$ cat config.mk
export PLATFORM = sky130hd
export DESIGN_NAME = nco_sweep_ctrl_flat
export DESIGN_NICKNAME = d
export VERILOG_FILES = /design/src/rtl/nco_sweep_ctrl_pkg.sv /design/src/rtl/nco_sweep_ctrl_if.sv /design/src/rtl/nco_sweep_ctrl_dwell_cnt.sv /design/src/rtl/nco_sweep_ctrl.sv /design/src/flat_wrapper.sv
export SDC_FILE = /design/constraint.sdc
export NUM_CORES = 1
export LEC_CHECK = 0
export BUFFER_PORTS_ARGS = -buffer_cell sky130_fd_sc_hd__buf_2
export CAP_MARGIN = 25
export CORE_UTILIZATION = 39
export CTS_CLUSTER_DIAMETER = 30
export DETAILED_ROUTE_END_ITERATION = 8
export GPL_TIMING_DRIVEN = 0
export SETUP_SLACK_MARGIN = 0.1
export SLEW_MARGIN = 15
export SYNTH_ARGS = -nofsm -noshare
export SYNTH_HDL_FRONTEND = slang
export SYNTH_SLANG_ARGS = --single-unit
$ cat constraint.sdc
create_clock -name clk -period 5.9 [get_ports clk]
set_input_delay 0.59 -clock clk [delete_from_list [all_inputs] [get_ports clk]]
set_output_delay 0.59 -clock clk [all_outputs]
set_load 0.02 [all_outputs]
$ cat src/rtl/nco_sweep_ctrl_pkg.sv
// Shared types for the NCO phase-increment sweep controller.
// Holds the FSM state encoding used by the top level.
package nco_sweep_pkg;

    localparam int STATE_W = 2;

    typedef enum logic [STATE_W-1:0] {
        IDLE = 2'd0,
        UP   = 2'd1,
        DWN  = 2'd2,
        DONE = 2'd3
    } sweep_state_t;

endpackage

$ cat src/rtl/nco_sweep_ctrl_if.sv
// Control and status bundle between a sweep requester and the sweep controller.
// The master side issues requests and parameters; the slave side drives the NCO increment and status.
interface nco_sweep_ctrl_if #(
    parameter int APR     = 16,
    parameter int DWELL_W = 16
);
    logic               start_i;
    logic               abort_i;
    logic [APR-1:0]     f_start_i;
    logic [APR-1:0]     f_stop_i;
    logic [APR-1:0]     f_step_i;
    logic [DWELL_W-1:0] dwell_i;
    logic               updown_i;
    logic               repeat_i;
    logic [APR-1:0]     phi_inc_o;
    logic               busy_o;
    logic               done_o;

    modport master (
        output start_i, abort_i, f_start_i, f_stop_i, f_step_i, dwell_i, updown_i, repeat_i,
        input  phi_inc_o, busy_o, done_o
    );

    modport slave (
        input  start_i, abort_i, f_start_i, f_stop_i, f_step_i, dwell_i, updown_i, repeat_i,
        output phi_inc_o, busy_o, done_o
    );
endinterface

$ cat src/rtl/nco_sweep_ctrl_dwell_cnt.sv
// Loadable dwell down-counter; expire is high while the count sits at zero.
// Loading takes priority over counting; everything freezes while clken is low.
module nco_sweep_dwell_cnt #(
    parameter int DWELL_W = 16
) (
    input  logic               i_clk,
    input  logic               i_rst,
    input  logic               i_clken,
    input  logic               i_load,
    input  logic [DWELL_W-1:0] i_load_val,
    output logic               o_expire
);
    logic [DWELL_W-1:0] r_cnt;

    always_ff @(posedge i_clk) begin
        if (i_rst) begin
            r_cnt <= '0;
        end else if (i_clken) begin
            if (i_load) begin
                r_cnt <= i_load_val;
            end else if (r_cnt != '0) begin
                r_cnt <= r_cnt - DWELL_W'(1);
            end
        end
    end

    assign o_expire = (r_cnt == '0);

endmodule

$ cat src/rtl/nco_sweep_ctrl.sv
// Stepped linear chirp generator feeding the NCO phase increment.
// Ramps f_start -> f_stop (optionally back down) with a programmable dwell per step.
module nco_sweep_ctrl
    import nco_sweep_pkg::*;
#(
    parameter int APR     = 16,
    parameter int DWELL_W = 16
) (
    input  logic              clk,
    input  logic              reset,
    input  logic              clken,
    nco_sweep_ctrl_if.slave   bus
);
    sweep_state_t       r_state, w_state_nxt;
    logic [APR-1:0]     r_phi, w_phi_nxt;
    logic               r_busy, w_busy_nxt;
    logic [APR-1:0]     r_fstart, r_fstop, r_fstep;
    logic [DWELL_W-1:0] r_dwell, w_load_val;
    logic               r_updown, r_repeat, r_degen;
    logic               w_load, w_latch, w_expire;
    logic [APR-1:0]     w_up_phi, w_dn_phi;

    // Saturating step towards an upper limit, formed one bit wider so it cannot wrap.
    function automatic logic [APR-1:0] sat_add(input logic [APR-1:0] a, input logic [APR-1:0] b,
                                               input logic [APR-1:0] lim);
        logic [APR:0] s;
        s = {1'b0, a} + {1'b0, b};
        if (s > {1'b0, lim}) return lim;
        return s[APR-1:0];
    endfunction

    // Saturating step towards a lower limit; the extra MSB flags a borrow.
    function automatic logic [APR-1:0] sat_sub(input logic [APR-1:0] a, input logic [APR-1:0] b,
                                               input logic [APR-1:0] lim);
        logic [APR:0] s;
        s = {1'b0, a} - {1'b0, b};
        if (s[APR] || (s[APR-1:0] < lim)) return lim;
        return s[APR-1:0];
    endfunction

    assign w_up_phi = sat_add(r_phi, r_fstep, r_fstop);
    assign w_dn_phi = sat_sub(r_phi, r_fstep, r_fstart);

    nco_sweep_dwell_cnt #(.DWELL_W(DWELL_W)) u_dwell (
        .i_clk      (clk),
        .i_rst      (reset),
        .i_clken    (clken),
        .i_load     (w_load),
        .i_load_val (w_load_val),
        .o_expire   (w_expire)
    );

    always_comb begin
        w_state_nxt = r_state;
        w_phi_nxt   = r_phi;
        w_busy_nxt  = r_busy;
        w_load      = 1'b0;
        w_load_val  = r_dwell;
        w_latch     = 1'b0;
        if (bus.abort_i) begin
            w_state_nxt = IDLE;
            w_phi_nxt   = '0;
            w_busy_nxt  = 1'b0;
            w_load      = 1'b1;
            w_load_val  = '0;
        end else begin
            case (r_state)
                IDLE: begin
                    if (bus.start_i) begin
                        w_state_nxt = UP;
                        w_phi_nxt   = bus.f_start_i;
                        w_busy_nxt  = 1'b1;
                        w_load      = 1'b1;
                        w_load_val  = bus.dwell_i;
                        w_latch     = 1'b1;
                    end
                end
                UP: begin
                    if (w_expire) begin
                        w_load = 1'b1;
                        if (r_degen || (r_phi == r_fstop)) begin
                            if (r_updown && !r_degen) begin
                                w_state_nxt = DWN;
                                w_phi_nxt   = w_dn_phi;
                            end else begin
                                w_state_nxt = DONE;
                            end
                        end else begin
                            w_phi_nxt = w_up_phi;
                        end
                    end
                end
                DWN: begin
                    if (w_expire) begin
                        w_load = 1'b1;
                        if (r_phi == r_fstart) begin
                            w_state_nxt = DONE;
                        end else begin
                            w_phi_nxt = w_dn_phi;
                        end
                    end
                end
                DONE: begin
                    if (r_repeat) begin
                        w_state_nxt = UP;
                        w_phi_nxt   = r_fstart;
                        w_load      = 1'b1;
                    end else begin
                        w_state_nxt = IDLE;
                        w_busy_nxt  = 1'b0;
                    end
                end
                default: w_state_nxt = IDLE;
            endcase
        end
    end

    always_ff @(posedge clk) begin
        if (reset) begin
            r_state <= IDLE;
            r_phi   <= '0;
            r_busy  <= 1'b0;
        end else if (clken) begin
            r_state <= w_state_nxt;
            r_phi   <= w_phi_nxt;
            r_busy  <= w_busy_nxt;
        end
    end

    // Sweep parameters captured only when a start is accepted.
    always_ff @(posedge clk) begin
        if (clken && w_latch) begin
            r_fstart <= bus.f_start_i;
            r_fstop  <= bus.f_stop_i;
            r_fstep  <= bus.f_step_i;
            r_dwell  <= bus.dwell_i;
            r_updown <= bus.updown_i;
            r_repeat <= bus.repeat_i;
            r_degen  <= (bus.f_step_i == '0) || (bus.f_start_i >= bus.f_stop_i);
        end
    end

    assign bus.phi_inc_o = r_phi;
    assign bus.busy_o    = r_busy;
    assign bus.done_o    = (r_state == DONE) && clken && !bus.abort_i;

endmodule

$ cat src/flat_wrapper.sv
// flat-port wrapper written by rule: the top's interface ports become plain ports
module nco_sweep_ctrl_flat import nco_sweep_pkg::*;
#(
    parameter int APR     = 16,
    parameter int DWELL_W = 16
)
  (clk, reset, clken, bus_start_i, bus_abort_i, bus_f_start_i, bus_f_stop_i, bus_f_step_i, bus_dwell_i, bus_updown_i, bus_repeat_i, bus_phi_inc_o, bus_busy_o, bus_done_o);
  nco_sweep_ctrl_if #(.APR(APR), .DWELL_W(DWELL_W)) bus_i ();
  input  logic clk;
  input  logic reset;
  input  logic clken;
  input wire logic [$bits(bus_i.start_i)-1:0] bus_start_i;
  input wire logic [$bits(bus_i.abort_i)-1:0] bus_abort_i;
  input wire logic [$bits(bus_i.f_start_i)-1:0] bus_f_start_i;
  input wire logic [$bits(bus_i.f_stop_i)-1:0] bus_f_stop_i;
  input wire logic [$bits(bus_i.f_step_i)-1:0] bus_f_step_i;
  input wire logic [$bits(bus_i.dwell_i)-1:0] bus_dwell_i;
  input wire logic [$bits(bus_i.updown_i)-1:0] bus_updown_i;
  input wire logic [$bits(bus_i.repeat_i)-1:0] bus_repeat_i;
  output wire logic [$bits(bus_i.phi_inc_o)-1:0] bus_phi_inc_o;
  output wire logic [$bits(bus_i.busy_o)-1:0] bus_busy_o;
  output wire logic [$bits(bus_i.done_o)-1:0] bus_done_o;
  assign bus_i.start_i = bus_start_i;
  assign bus_i.abort_i = bus_abort_i;
  assign bus_i.f_start_i = bus_f_start_i;
  assign bus_i.f_stop_i = bus_f_stop_i;
  assign bus_i.f_step_i = bus_f_step_i;
  assign bus_i.dwell_i = bus_dwell_i;
  assign bus_i.updown_i = bus_updown_i;
  assign bus_i.repeat_i = bus_repeat_i;
  assign bus_phi_inc_o = bus_i.phi_inc_o;
  assign bus_busy_o = bus_i.busy_o;
  assign bus_done_o = bus_i.done_o;
  nco_sweep_ctrl #(.APR(APR), .DWELL_W(DWELL_W)) u_core (.clk(clk), .reset(reset), .clken(clken), .bus(bus_i));
endmodule
### Word level (Yosys, flattened, before mapping)

Cells that the tools add are included.

* bits in registers: 102
* input bits: 71
* output and inout port bits: 18
* logic and storage cells: 91

* $add $sub $neg: 3
* order comparisons: 3
* equality and inequality tests: 14
* mux-type cells: 40
* reduce and logical (&&, ||, !) cells: 20

Operators with widths (number)
* $mux W16: 17
* $pmux W16 S4: 1
* $eq A16 B16 Y1: 2
* $logic_not A16 Y1: 2
* $add A16 B16 Y17: 1
* $gt A17 B16 Y1: 1
* $sub A16 B16 Y17: 1
* $ge A16 B16 Y1: 1
* $lt A16 B16 Y1: 1
* $reduce_bool A16 Y1: 1
* $sub A16 B1 Y16 const B: 1
* $ne A3 B3 Y1 const B: 5
* $mux W1: 13
* $mux W2: 6
* $ne A3 B2 Y1 const B: 3
* $pmux W2 S4: 1
* $reduce_and A7 Y1: 1
* $reduce_and A6 Y1: 1
* $eq A2 B2 Y1 const B: 2
* $logic_and A1 B1 Y1: 4
* $ne A4 B4 Y1 const B: 1
* $reduce_and A4 Y1: 1
* $logic_or A1 B1 Y1: 3
* $pmux W1 S3: 1
* 8 further kinds: 9

### Longest topological paths before layout

Gate-level depths: netlist of the first run.

* depth after elaboration: 10
* mapped depth: 19
* gate-level depth less buffers: 18

### Hierarchy

A second synthesis of the first run with hierarchy kept.

* cells, all modules: 899
* area, all modules: 8151.6 µm²

Modules (own cells, without submodules)
* nco_sweep_ctrl: instances 1, cells each 755, area each 6993.0 µm², seq. area each 2392.3 µm²
* nco_sweep_dwell_cnt: instances 1, cells each 144, area each 1158.6 µm², seq. area each 320.3 µm²

### Worst setup path before layout of the first run

Ideal clock, no wire load.

* path kind: input -> register
* from: input port bus_start_i
* to: register u_core.r_degen, enable pin
* setup time: 0.493 ns
* arrival: 4.284 ns
* data required time: 5.407 ns
* slack: 1.124 ns
* stages: 5
* buffers on the path: 3
* cells stage by stage: clkbuf_1 -> nand2_1 -> clkbuf_1 -> buf_1 -> nor2_1

* cells in the longest elaborated chain, start to end: 4

RTL lines
* start, declared: line flat_wrapper.sv:12 `input wire logic [$bits(bus_i.start_i)-1:0] bus_start_i;`
* $mux W1: line nco_sweep_ctrl.sv:69 `if (bus.start_i) begin`
* $mux W1: line nco_sweep_ctrl.sv:67 `case (r_state)`
* $mux W1: line nco_sweep_ctrl.sv:60 `if (bus.abort_i) begin`
* $logic_and A1 B1 Y1: line nco_sweep_ctrl.sv:132 `if (clken && w_latch) begin`
* end signal, assigned: line nco_sweep_ctrl.sv:139 `r_degen <= (bus.f_step_i == '0) || (bus.f_start_i >= bus.f_stop_i);`
* end, declared: line nco_sweep_ctrl.sv:19 `logic r_updown, r_repeat, r_degen;`

Every way passes these cells.
A chain may end at the register's enable or synchronous reset.

### Final worst setup path of the first run

* from: register u_core.r_phi[0] (netlist: u_core.bus.phi_inc_o[0])
* to: register u_core.r_phi[14] (netlist: u_core.bus.phi_inc_o[14])

* cells in the longest elaborated chain, start to end: 10
* elaborated cells on any way between the ends: 22
* those cells by class: add/sub (2); order compare (2); eq/ne (4); mux (11); reduce/logical (3)

RTL lines
* start, declared: line nco_sweep_ctrl.sv:15 `logic [APR-1:0] r_phi, w_phi_nxt;`
* start signal, assigned: line nco_sweep_ctrl.sv:125 `r_phi <= w_phi_nxt;`
* $sub A16 B16 Y17: line nco_sweep_ctrl.sv:36 `s = {1'b0, a} - {1'b0, b};`
* $lt A16 B16 Y1: line nco_sweep_ctrl.sv:37 `if (s[APR] || (s[APR-1:0] < lim)) return lim;`
* $logic_or A1 B1 Y1: line nco_sweep_ctrl.sv:37
* $mux W1: line nco_sweep_ctrl.sv:37
* $mux W16: line nco_sweep_ctrl.sv:38 `return s[APR-1:0];`
* $mux W16: line nco_sweep_ctrl.sv:82 `if (r_updown && !r_degen) begin`
* $mux W16: line nco_sweep_ctrl.sv:81 `if (r_degen || (r_phi == r_fstop)) begin`
* $mux W16: line nco_sweep_ctrl.sv:79 `if (w_expire) begin`
* $pmux W16 S4: line nco_sweep_ctrl.sv:67
* $mux W16: line nco_sweep_ctrl.sv:60

Parallel ways exist; a longest one is shown, timed or not. The select of a mux whose other input is x is not followed.

==> impl_metrics.env, run 1 <==
export IMPL_grt_first_pass_wirelength_um=42800
export IMPL_synth_async_reset_ratio_pct=0
export IMPL_fin_area_um2=9700
export IMPL_worst_ep_arrival_time_ns=5.71
export IMPL_synthDominantAreaCellType="edfxtp_1"
export IMPL_cp_required_ns=6.13
export IMPL_yosys_most_used_dff="edfxtp_1"
export IMPL_num_io_pins=89
export IMPL_source_to_sink_clock_delay_at_the_later_pin_of_the_worst_skew_pair_ns=0.36
export IMPL_dieHeight_um=150
export IMPL_layout_commonest_cell="buf_2"
export IMPL_yosysWarnings=0
export IMPL_buffer_ports_inserted=87
export IMPL_via_count_of_the_first_global_routing_pass=7578
export IMPL_clkPwrFrac_pct=30.1
export IMPL_worstPathMaxFanout=10
export IMPL_final_core_utilization_pct=45.5
export IMPL_ant_nets=0
export IMPL_synthesis_area_um2=8560
export IMPL_initial_utilization_pct=40.2
export IMPL_netlist_cell_type_count=77
export IMPL_setup_violations_final=0
export IMPL_grt_setup_unrepaired="false"
export IMPL_synthDominantCellAreaShare_pct=23.5
export IMPL_grt_overflow=0
export IMPL_power_density_of_the_placed_cells_nw_per_um2=213
export IMPL_totalWireLength_um=27600
export IMPL_wl_per_cell_um=20.3
export IMPL_outcome="finished, final reports clean"
export IMPL_maxSlewViolCount=0
export IMPL_crit_path_start="u_core.bus.phi_inc_o[0]$_SDFFE_PP0P_"
export IMPL_clkSinkCount=102
export IMPL_yosys_top_cells_area="edfxtp_1, ha_1, dfxtp_1, a21oi_1, inv_1"
export IMPL_finalClockSkew_ns=0.0137
export IMPL_grt_max_degree=30
export IMPL_worstSetupEndpointType="register"
export IMPL_post_route_drc_count=0
export IMPL_tritoncts_clock_tree="yes"
export IMPL_pwr_share_comb_pct=29.6
export IMPL_post_route_period_util_pct=92.9
export IMPL_final_cell_count_without_fillers=1358
export IMPL_worst_r2r_path_depth=19
export IMPL_place_detailed_instances=1342
export IMPL_n_antenna_cell=0
export IMPL_placementRows=53
export IMPL_fraction_of_power_consumed_by_sequential_logic_pct=40.3
export IMPL_layout_cells_most_common_list="buf_2, inv_1, ha_1, a21oi_1, edfxtp_1"
export IMPL_clk_transition_reported_paths_ns=0.08
export IMPL_post_synth_fa_ha_maj_area_fraction_pct=12.9
export IMPL_switching_power_mw=0.731
export IMPL_share_of_post_route_cells_with_drive_strength_above_1_pct=14.4
export IMPL_synth_mux_area_share_pct=2.97
export IMPL_worst_setup_path_endpoint="u_core.bus.phi_inc_o[14]$_SDFFE_PP0P_"
export IMPL_flow_area_growth_from_synthesis_pct=13.3
export IMPL_switching_part_of_the_total_pct=35.4
export IMPL_yosys_area_share_xor_xnor_pct=5.42
export IMPL_synth_avg_cell_area_um2=8.75
export IMPL_worst_hold_slack_after_final_layout_ns=0.397
export IMPL_maxCapViolCount=0
export IMPL_grt_antenna_before_repair=0
export IMPL_number_of_buffers_inserted_during_clock_tree_synthesis=9
export IMPL_regToRegSetupSlack_ns=0.42
export IMPL_via_count=7903
export IMPL_totalNegativeSetupSlack_ns=0
export IMPL_intPower_mw=1.34
export IMPL_worst_slew_margin_pct=34.8
export IMPL_synth_compound_area_share_pct=23.5
export IMPL_timing_final_crit_period_ns=5.48
export IMPL_chipWidth_um=150
export IMPL_synth_top_family_by_area="compound AO/OA/AOI/OAI gates"
export IMPL_routabilityCongestion=0.965
export IMPL_clk_path_buf_depth=2
export IMPL_worst_slew_pin_transition_ns=0.965
export IMPL_synthSimpleGateAreaFrac_pct=17.0
export IMPL_htree_levels=3
export IMPL_synth_seq_area_share_pct=31.7
export IMPL_max_vdd_ir_drop_mv=0.201
export IMPL_crit_path_start_kind="register"
export IMPL_drtIter0Drc=616
export IMPL_groute_usage_overall_pct=25.2
export IMPL_crit_reg2reg_launch="u_core.bus.phi_inc_o[0]$_SDFFE_PP0P_"
export IMPL_report_final_hold_viol_count=0
export IMPL_number_of_flops_mapped_to_enable_cells_by_yosys=67
export IMPL_placement_cell_area_um2=9380
export IMPL_hold_path_class="input port to register"
export IMPL_fmaxAchievable_mhz=182
export IMPL_hpwl_um=21700
export IMPL_fp_coreArea_um2=21300
export IMPL_final_nets=1236
export IMPL_criticalPathCategory="register to register"
export IMPL_dr_pass1_iters=6
export IMPL_synthCells=978
export IMPL_synth_ff_latch_count=102
export IMPL_reg2reg_to="u_core.bus.phi_inc_o[14]$_SDFFE_PP0P_"
export IMPL_clock_tree_root_cell="clkbuf_16"
export IMPL_synth_net_count=1136
export IMPL_power_leakage_nw=4.15
export IMPL_die_area_um2=22500
export IMPL_via_per_inst=5.82
[through the flow]
step                      total power [mW]  worst slack (ns)
after floorplan                       1.25              1.12
after global placement                1.44            -0.921
after detailed placement              1.44             0.129
after CTS                             2.06             0.333
after global routing                  2.17             0.111
final                                 2.07             0.420
[sequential cells by signal, indices dropped and copies added, names as in the netlist, 2 cells and up]
name and flops:
u_core.bus.phi_inc_o 16, u_core.r_dwell 16, u_core.r_fstart 16, u_core.r_fstep 16, u_core.r_fstop 16, u_core.u_dwell.r_cnt 16, u_core.r_state 2
[worst min-delay path by stage]
stage                                          from                              endpoint  slack, ns  depth (start not counted)
2_1_floorplan  u_core.u_dwell.r_cnt[7]$_SDFFE_PP0P_  u_core.u_dwell.r_cnt[7]$_SDFFE_PP0P_       0.46                          1
3_3_place_gp         u_core.r_state[0]$_SDFFE_PP0P_        u_core.r_state[0]$_SDFFE_PP0P_       0.48                          2
3_5_place_dp         u_core.r_state[0]$_SDFFE_PP0P_        u_core.r_state[0]$_SDFFE_PP0P_       0.49                          2
4_1_cts                                bus_updown_i             u_core.r_updown$_DFFE_PP_       0.39                          1
5_1_grt                                bus_repeat_i             u_core.r_repeat$_DFFE_PP_       0.39                          1
6_report                               bus_updown_i             u_core.r_updown$_DFFE_PP_       0.40                          1
[per-layer routing]
metal	vias up	share of wire [%]	track usage (%)
met5	-	0	0
met1	3727	44	34.2
met4	0	1.7	6.77
li1	3833	-	-
met3	31	7.2	3.30
met2	312	47	41.8
[power groups by stage]
stage | clock (mW) | combinational [mW] | sequential (mW)
2_1_floorplan | 0 | 0.409 | 0.843
3_3_place_gp | 0 | 0.590 | 0.850
3_5_place_dp | 0 | 0.597 | 0.848
4_1_cts | 0.632 | 0.601 | 0.832
5_1_grt | 0.659 | 0.671 | 0.836
6_report | 0.623 | 0.611 | 0.833
[cell usage after synthesis, types with 26 or more instances]
master,instances
nand2b_1,26
o21ai_0,54
nand3_1,31
edfxtp_1,67
ha_1,85
xor2_1,38
nor2_1,63
a21oi_1,76
dfxtp_1,35
clkbuf_1,30
nand2_1,52
inv_1,94
[final cells by class]
type	instances	area, µm²
Tap cell	275	344
Clock buffer	10	239
Fill cell	2070	11600
Buffer	45	200
Clock inverter	6	65.1
Sequential cell	102	2710
Multi-Input combinational cell	736	5300
Timing Repair Buffer	89	475
Inverter	95	357
[logic make-up after synthesis]
group	after synthesis
adders and majority gates	87
muxes	24
xor gates and xnor gates	53
buffers and inverters	140
DFF	102
AOI/OAI and AO/OA	293
and+or+nand+nor	279
[critical path: stages, from the launching register on]
cell,delay [ns]
dfxtp_1,0.44
inv_1,0.10
ha_1,0.17
inv_1,0.06
fa_1,0.45
a211oi_1,0.27
o21ai_0,0.25
a2111oi_0,0.61
nor2_1,0.19
o311ai_2,0.45
ha_1,0.31
nand2_1,0.07
o21ai_0,0.08
a21o_1,0.17
a31oi_1,0.33
nor2_1,0.22
clkbuf_1,0.33
and3_1,0.28
o311ai_0,0.41
o211ai_1,0.14
[timing repair]
item,in CTS,in global routing
hold buffers,0,0
buffers inserted,0,0
resized for setup,1,2
setup endpoints to repair,1,9
Power figures use the tool's default switching activity.
==> run 2: changes to the inputs <==
REMOVE_ABC_BUFFERS = 1   (was unset)
==> impl_metrics.env, run 2 (same netlist as run 1, synthesis figures left out) <==
export IMPL_initial_utilization_pct=40.2
export IMPL_dieHeight_um=150
export IMPL_switching_part_of_the_total_pct=34.9
export IMPL_clk_path_buf_depth=2
export IMPL_final_nets=1197
export IMPL_grt_antenna_before_repair=0
export IMPL_flow_area_growth_from_synthesis_pct=12.0
export IMPL_totalWireLength_um=26100
export IMPL_routabilityCongestion=0.920
export IMPL_final_cell_count_without_fillers=1319
export IMPL_max_vdd_ir_drop_mv=0.165
export IMPL_post_cts_setup_buffer_count=0
export IMPL_maxSlewViolCount=0
export IMPL_share_of_post_route_cells_with_drive_strength_above_1_pct=14.7
export IMPL_post_route_period_util_pct=89.1
export IMPL_grt_setup_unrepaired="false"
export IMPL_switching_power_mw=0.714
export IMPL_buffer_ports_inserted=88
export IMPL_tritoncts_clock_tree="yes"
export IMPL_worst_hold_slack_after_final_layout_ns=0.405
export IMPL_report_final_hold_viol_count=0
export IMPL_chipWidth_um=150
export IMPL_grt_max_degree=29
export IMPL_power_density_of_the_placed_cells_nw_per_um2=214
export IMPL_worst_slew_margin_pct=38.2
export IMPL_fmaxAchievable_mhz=190
export IMPL_critical_path_slowest_cell="o311ai_1"
export IMPL_groute_usage_overall_pct=23.5
export IMPL_crit_path_largest_cell_delay_ns=0.61
export IMPL_maxCapViolCount=0
export IMPL_fp_coreArea_um2=21300
export IMPL_filler_cell_count=2139
export IMPL_outcome="finished, final reports clean"
export IMPL_finalClockSkew_ns=0.0127
export IMPL_pwr_share_comb_pct=29.2
export IMPL_power_leakage_nw=4.09
export IMPL_worst_ep_arrival_time_ns=5.51
export IMPL_criticalPathCategory="register to register"
export IMPL_hold_path_class="input port to register"
export IMPL_clock_tree_root_cell="clkbuf_16"
export IMPL_worstPathMaxFanout=8
export IMPL_dr_pass1_iters=8
export IMPL_via_count_of_the_first_global_routing_pass=7297
export IMPL_grt_util_met3_pct=3.36
export IMPL_htree_levels=3
export IMPL_worstPathCellList="inv_1 > ha_1 > inv_1 > fa_1 > a211oi_1 > o21ai_0 > a2111oi_1 > nor2_1 > o311ai_1 > ha_1 > nand2_1 > nor2_1 > a21o_1 > a31oi_1 > o21ai_1 > nand2_1 > and2_1 > o31a_1"
export IMPL_grt_first_pass_wirelength_um=40300
export IMPL_finalWorstSetupSlack_ns=0.641
export IMPL_grt_use_met1_pct=32.2
export IMPL_fraction_of_power_consumed_by_sequential_logic_pct=40.6
export IMPL_global_route_usage_met2_pct=38.2
export IMPL_drtIter0Drc=528
export IMPL_setup_violations_final=0
export IMPL_cp_top_family="compound AO/OA/AOI/OAI gates"
export IMPL_clkSinkCount=102
export IMPL_post_route_drc_count=0
export IMPL_hpwl_um=20100
export IMPL_place_detailed_instances=1303
export IMPL_n_antenna_cell=0
export IMPL_timing_final_crit_period_ns=5.26
export IMPL_worst_slew_pin_transition_ns=0.920
export IMPL_number_of_buffers_inserted_during_clock_tree_synthesis=9
export IMPL_die_area_um2=22500
export IMPL_wl_per_cell_um=19.8
export IMPL_grt_most_used_layer="met2"
export IMPL_totalNegativeSetupSlack_ns=0
export IMPL_layout_commonest_cell="inv_1"
export IMPL_clk_transition_reported_paths_ns=0.08
export IMPL_ant_nets=0
export IMPL_number_of_buffer_and_inverter_stages_on_the_critical_path=2
export IMPL_dpl_worst_slack_ns=0.172
export IMPL_layout_cells_most_common_list="inv_1, buf_2, ha_1, a21oi_1, edfxtp_1"
export IMPL_source_to_sink_clock_delay_at_the_later_pin_of_the_worst_skew_pair_ns=0.36
export IMPL_via_count=7863
export IMPL_placementRows=53
export IMPL_grt_overflow=0
export IMPL_intPower_mw=1.33
export IMPL_clkPwrFrac_pct=30.2
export IMPL_num_io_pins=89
export IMPL_crit_path_start_kind="register"
export IMPL_worstSetupEndpointType="register"
export IMPL_cp_required_ns=6.15
export IMPL_via_per_inst=5.96
[run 2: timing repair]
action	4_1_cts	5_1_grt
endpoints found under the setup margin	0	14
hold buffers	0	0
resized for setup	0	3
[run 2: metal layers]
layer / part of all wire (%) / vias to the layer above
met4: 2.5 / 0
li1: - / 3766
met2: 46 / 296
met1: 45 / 3753
met5: 0 / -
met3: 6.2 / 48
[run 2: final timing paths]
check	start	to	slack [ns]	cells past startpoint
setup / recovery	u_core.bus.phi_inc_o[0]$_SDFFE_PP0P_	u_core.bus.phi_inc_o[0]$_SDFFE_PP0P_	0.64	18
hold / removal	bus_updown_i	u_core.r_updown$_DFFE_PP_	0.41	1
setup reg to reg	u_core.bus.phi_inc_o[0]$_SDFFE_PP0P_	u_core.bus.phi_inc_o[0]$_SDFFE_PP0P_	0.64	18
hold reg to reg	u_core.u_dwell.r_cnt[14]$_SDFFE_PP0P_	u_core.u_dwell.r_cnt[14]$_SDFFE_PP0P_	0.50	2
[run 2: layout make-up]
type,instances,area [µm²],share of cell area (%)
Clock buffer,10,239,2.49
Clock inverter,6,60.1,0.627
Inverter,95,357,3.72
Multi-Input combinational cell,736,5320,55.5
Sequential cell,102,2710,28.3
Tap cell,275,344,3.59
Timing Repair Buffer,95,553,5.77
[run 2: stage by stage]
stage / total power [mW] / area [µm²] / utilization, %
floorplan: 1.24 / 8360 / -
finish: 2.05 / 9580 / 45.0
global placement: 1.42 / 9140 / 42.9
global route: 2.15 / 9580 / 45.0
CTS: 2.05 / 9580 / 45.0
detailed placement: 1.43 / 9280 / 43.6
[run 2: power groups by stage]
stage | clock, mW | combinational (mW) | sequential (mW)
floorplan | 0 | 0.393 | 0.843
global placement | 0 | 0.571 | 0.850
detailed placement | 0 | 0.587 | 0.847
CTS | 0.631 | 0.592 | 0.831
global route | 0.655 | 0.659 | 0.835
finish | 0.618 | 0.599 | 0.832
==> run 3: changes to the inputs <==
CORE_MARGIN = 2   (was unset)
CTS_BUF_LIST = sky130_fd_sc_hd__clkbuf_8   (was unset)
SETUP_SLACK_MARGIN = 0.4   (was 0.1)
==> impl_metrics.env, run 3 (same netlist as run 1, synthesis figures left out) <==
export IMPL_outcome="finished, final reports clean"
export IMPL_cp_required_ns=6.25
export IMPL_pwr_share_comb_pct=30.7
export IMPL_switching_part_of_the_total_pct=36.6
export IMPL_final_core_utilization_pct=43.9
export IMPL_clkSinkCount=102
export IMPL_grt_use_met1_pct=31.2
export IMPL_dpl_worst_slack_ns=0.188
export IMPL_maxCapViolCount=0
export IMPL_hold_buffers=0
export IMPL_clk_path_buf_depth=2
export IMPL_setup_violations_final=0
export IMPL_drtIter0Drc=635
export IMPL_initial_utilization_pct=39.5
export IMPL_fmaxAchievable_mhz=189
export IMPL_tritoncts_clock_tree="yes"
export IMPL_switching_power_mw=0.713
export IMPL_clock_tree_root_cell="clkbuf_8"
export IMPL_power_leakage_nw=4.05
export IMPL_wl_per_cell_um=19.9
export IMPL_worst_hold_slack_after_final_layout_ns=0.352
export IMPL_groute_usage_overall_pct=22.4
export IMPL_dr_pass1_iters=7
export IMPL_dieHeight_um=152
export IMPL_maxSlewViolCount=0
export IMPL_placementRows=54
export IMPL_fin_area_um2=9520
export IMPL_via_count_of_the_first_global_routing_pass=7410
export IMPL_criticalPathCategory="register to register"
export IMPL_placement_cell_area_um2=9280
export IMPL_grt_util_met3_pct=2.57
export IMPL_routabilityCongestion=0.904
export IMPL_final_nets=1197
export IMPL_grt_antenna_before_repair=0
export IMPL_buffer_ports_inserted=88
export IMPL_intPower_mw=1.24
export IMPL_die_area_um2=23100
export IMPL_totalNegativeSetupSlack_ns=0
export IMPL_worstPathMaxFanout=14
export IMPL_power_density_of_the_placed_cells_nw_per_um2=205
export IMPL_ant_nets=0
export IMPL_finalWorstSetupSlack_ns=0.605
export IMPL_totalWireLength_um=26300
export IMPL_max_vdd_ir_drop_mv=0.140
export IMPL_global_route_usage_met2_pct=37.3
export IMPL_htree_levels=3
export IMPL_worst_slew_pin_transition_ns=0.950
export IMPL_grt_max_degree=30
export IMPL_layout_cells_most_common_list="inv_1, buf_2, ha_1, a21oi_1, edfxtp_1"
export IMPL_timing_final_crit_period_ns=5.29
export IMPL_share_of_post_route_cells_with_drive_strength_above_1_pct=14.8
export IMPL_worstSetupEndpointType="register"
export IMPL_fp_coreArea_um2=21700
export IMPL_worst_slew_margin_pct=35.9
export IMPL_layout_commonest_cell="inv_1"
export IMPL_hold_path_class="input port to register"
export IMPL_flow_area_growth_from_synthesis_pct=11.2
export IMPL_hpwl_um=20300
export IMPL_via_per_inst=5.91
export IMPL_finalClockSkew_ns=0.0252
export IMPL_worstHoldStart="bus_dwell_i[1]"
export IMPL_fraction_of_power_consumed_by_sequential_logic_pct=42.7
export IMPL_grt_setup_unrepaired="false"
export IMPL_worst_ep_arrival_time_ns=5.64
export IMPL_report_final_hold_viol_count=0
export IMPL_post_route_drc_count=0
export IMPL_via_count=7819
export IMPL_chipWidth_um=152
export IMPL_n_antenna_cell=0
export IMPL_grt_first_pass_wirelength_um=41200
export IMPL_grt_most_used_layer="met2"
export IMPL_num_io_pins=89
export IMPL_crit_path_start="u_core.bus.phi_inc_o[8]$_SDFFE_PP0P_"
export IMPL_source_to_sink_clock_delay_at_the_later_pin_of_the_worst_skew_pair_ns=0.41
export IMPL_clkPwrFrac_pct=26.6
export IMPL_crit_reg2reg_launch="u_core.bus.phi_inc_o[8]$_SDFFE_PP0P_"
export IMPL_clk_transition_reported_paths_ns=0.13
export IMPL_grt_overflow=0
export IMPL_crit_path_start_kind="register"
export IMPL_number_of_buffers_inserted_during_clock_tree_synthesis=9
export IMPL_post_route_period_util_pct=89.7
[run 3: stage by stage]
step                power, mW  instances
finish                   1.95       1324
global route             2.05       1324
CTS                      1.95       1324
detailed placement       1.43       1308
global placement         1.42       1301
floorplan                1.24        933
[run 3: timing repair]
action,in CTS,in global routing
setup buffers,0,0
setup endpoints to repair,8,16
gates resized for setup,1,4
[run 3: layout make-up]
cell class / instances / area, µm²
Clock buffer: 9 / 124
Clock inverter: 7 / 100
Timing Repair Buffer: 95 / 546
Inverter: 95 / 357
Fill cell: 2154 / 12200
Sequential cell: 102 / 2710
Multi-Input combinational cell: 736 / 5330
Tap cell: 280 / 350
[run 3: worst max-delay path: stages (launching register included)]
cell	delay (ns)
dfxtp_1	0.60
ha_1	0.46
nor4_1	0.58
o21ai_0	0.25
o211ai_1	0.21
o41ai_1	0.17
o31ai_1	0.29
xnor2_1	0.27
inv_1	0.09
ha_1	0.21
or2_2	0.27
a2111oi_0	0.54
o22ai_2	0.27
buf_6	0.24
nor3b_1	0.14
a2111oi_0	0.47
o31a_1	0.18
[run 3: power by group through the flow]
stage               combinational (mW)  clock, mW  sequential (mW)
detailed placement               0.586          0            0.847
global placement                 0.569          0            0.850
CTS                              0.591      0.530            0.831
floorplan                        0.393          0            0.843
global route                     0.660      0.549            0.836
finish                           0.598      0.518            0.833
[run 3: layer usage]
layer	vias up	part of all wire, %
li1	3761	-
met1	3760	46
met3	28	5.8
met2	270	47
met5	-	0
met4	0	1.4
[run 3: worst paths after layout]
path                                      endpoint  slack, ns  cells past startpoint
max           u_core.bus.phi_inc_o[0]$_SDFFE_PP0P_       0.61                     16
min                    u_core.r_dwell[1]$_DFFE_PP_       0.35                      1
max reg2reg   u_core.bus.phi_inc_o[0]$_SDFFE_PP0P_       0.61                     16
min reg2reg  u_core.u_dwell.r_cnt[11]$_SDFFE_PP0P_       0.51                      2
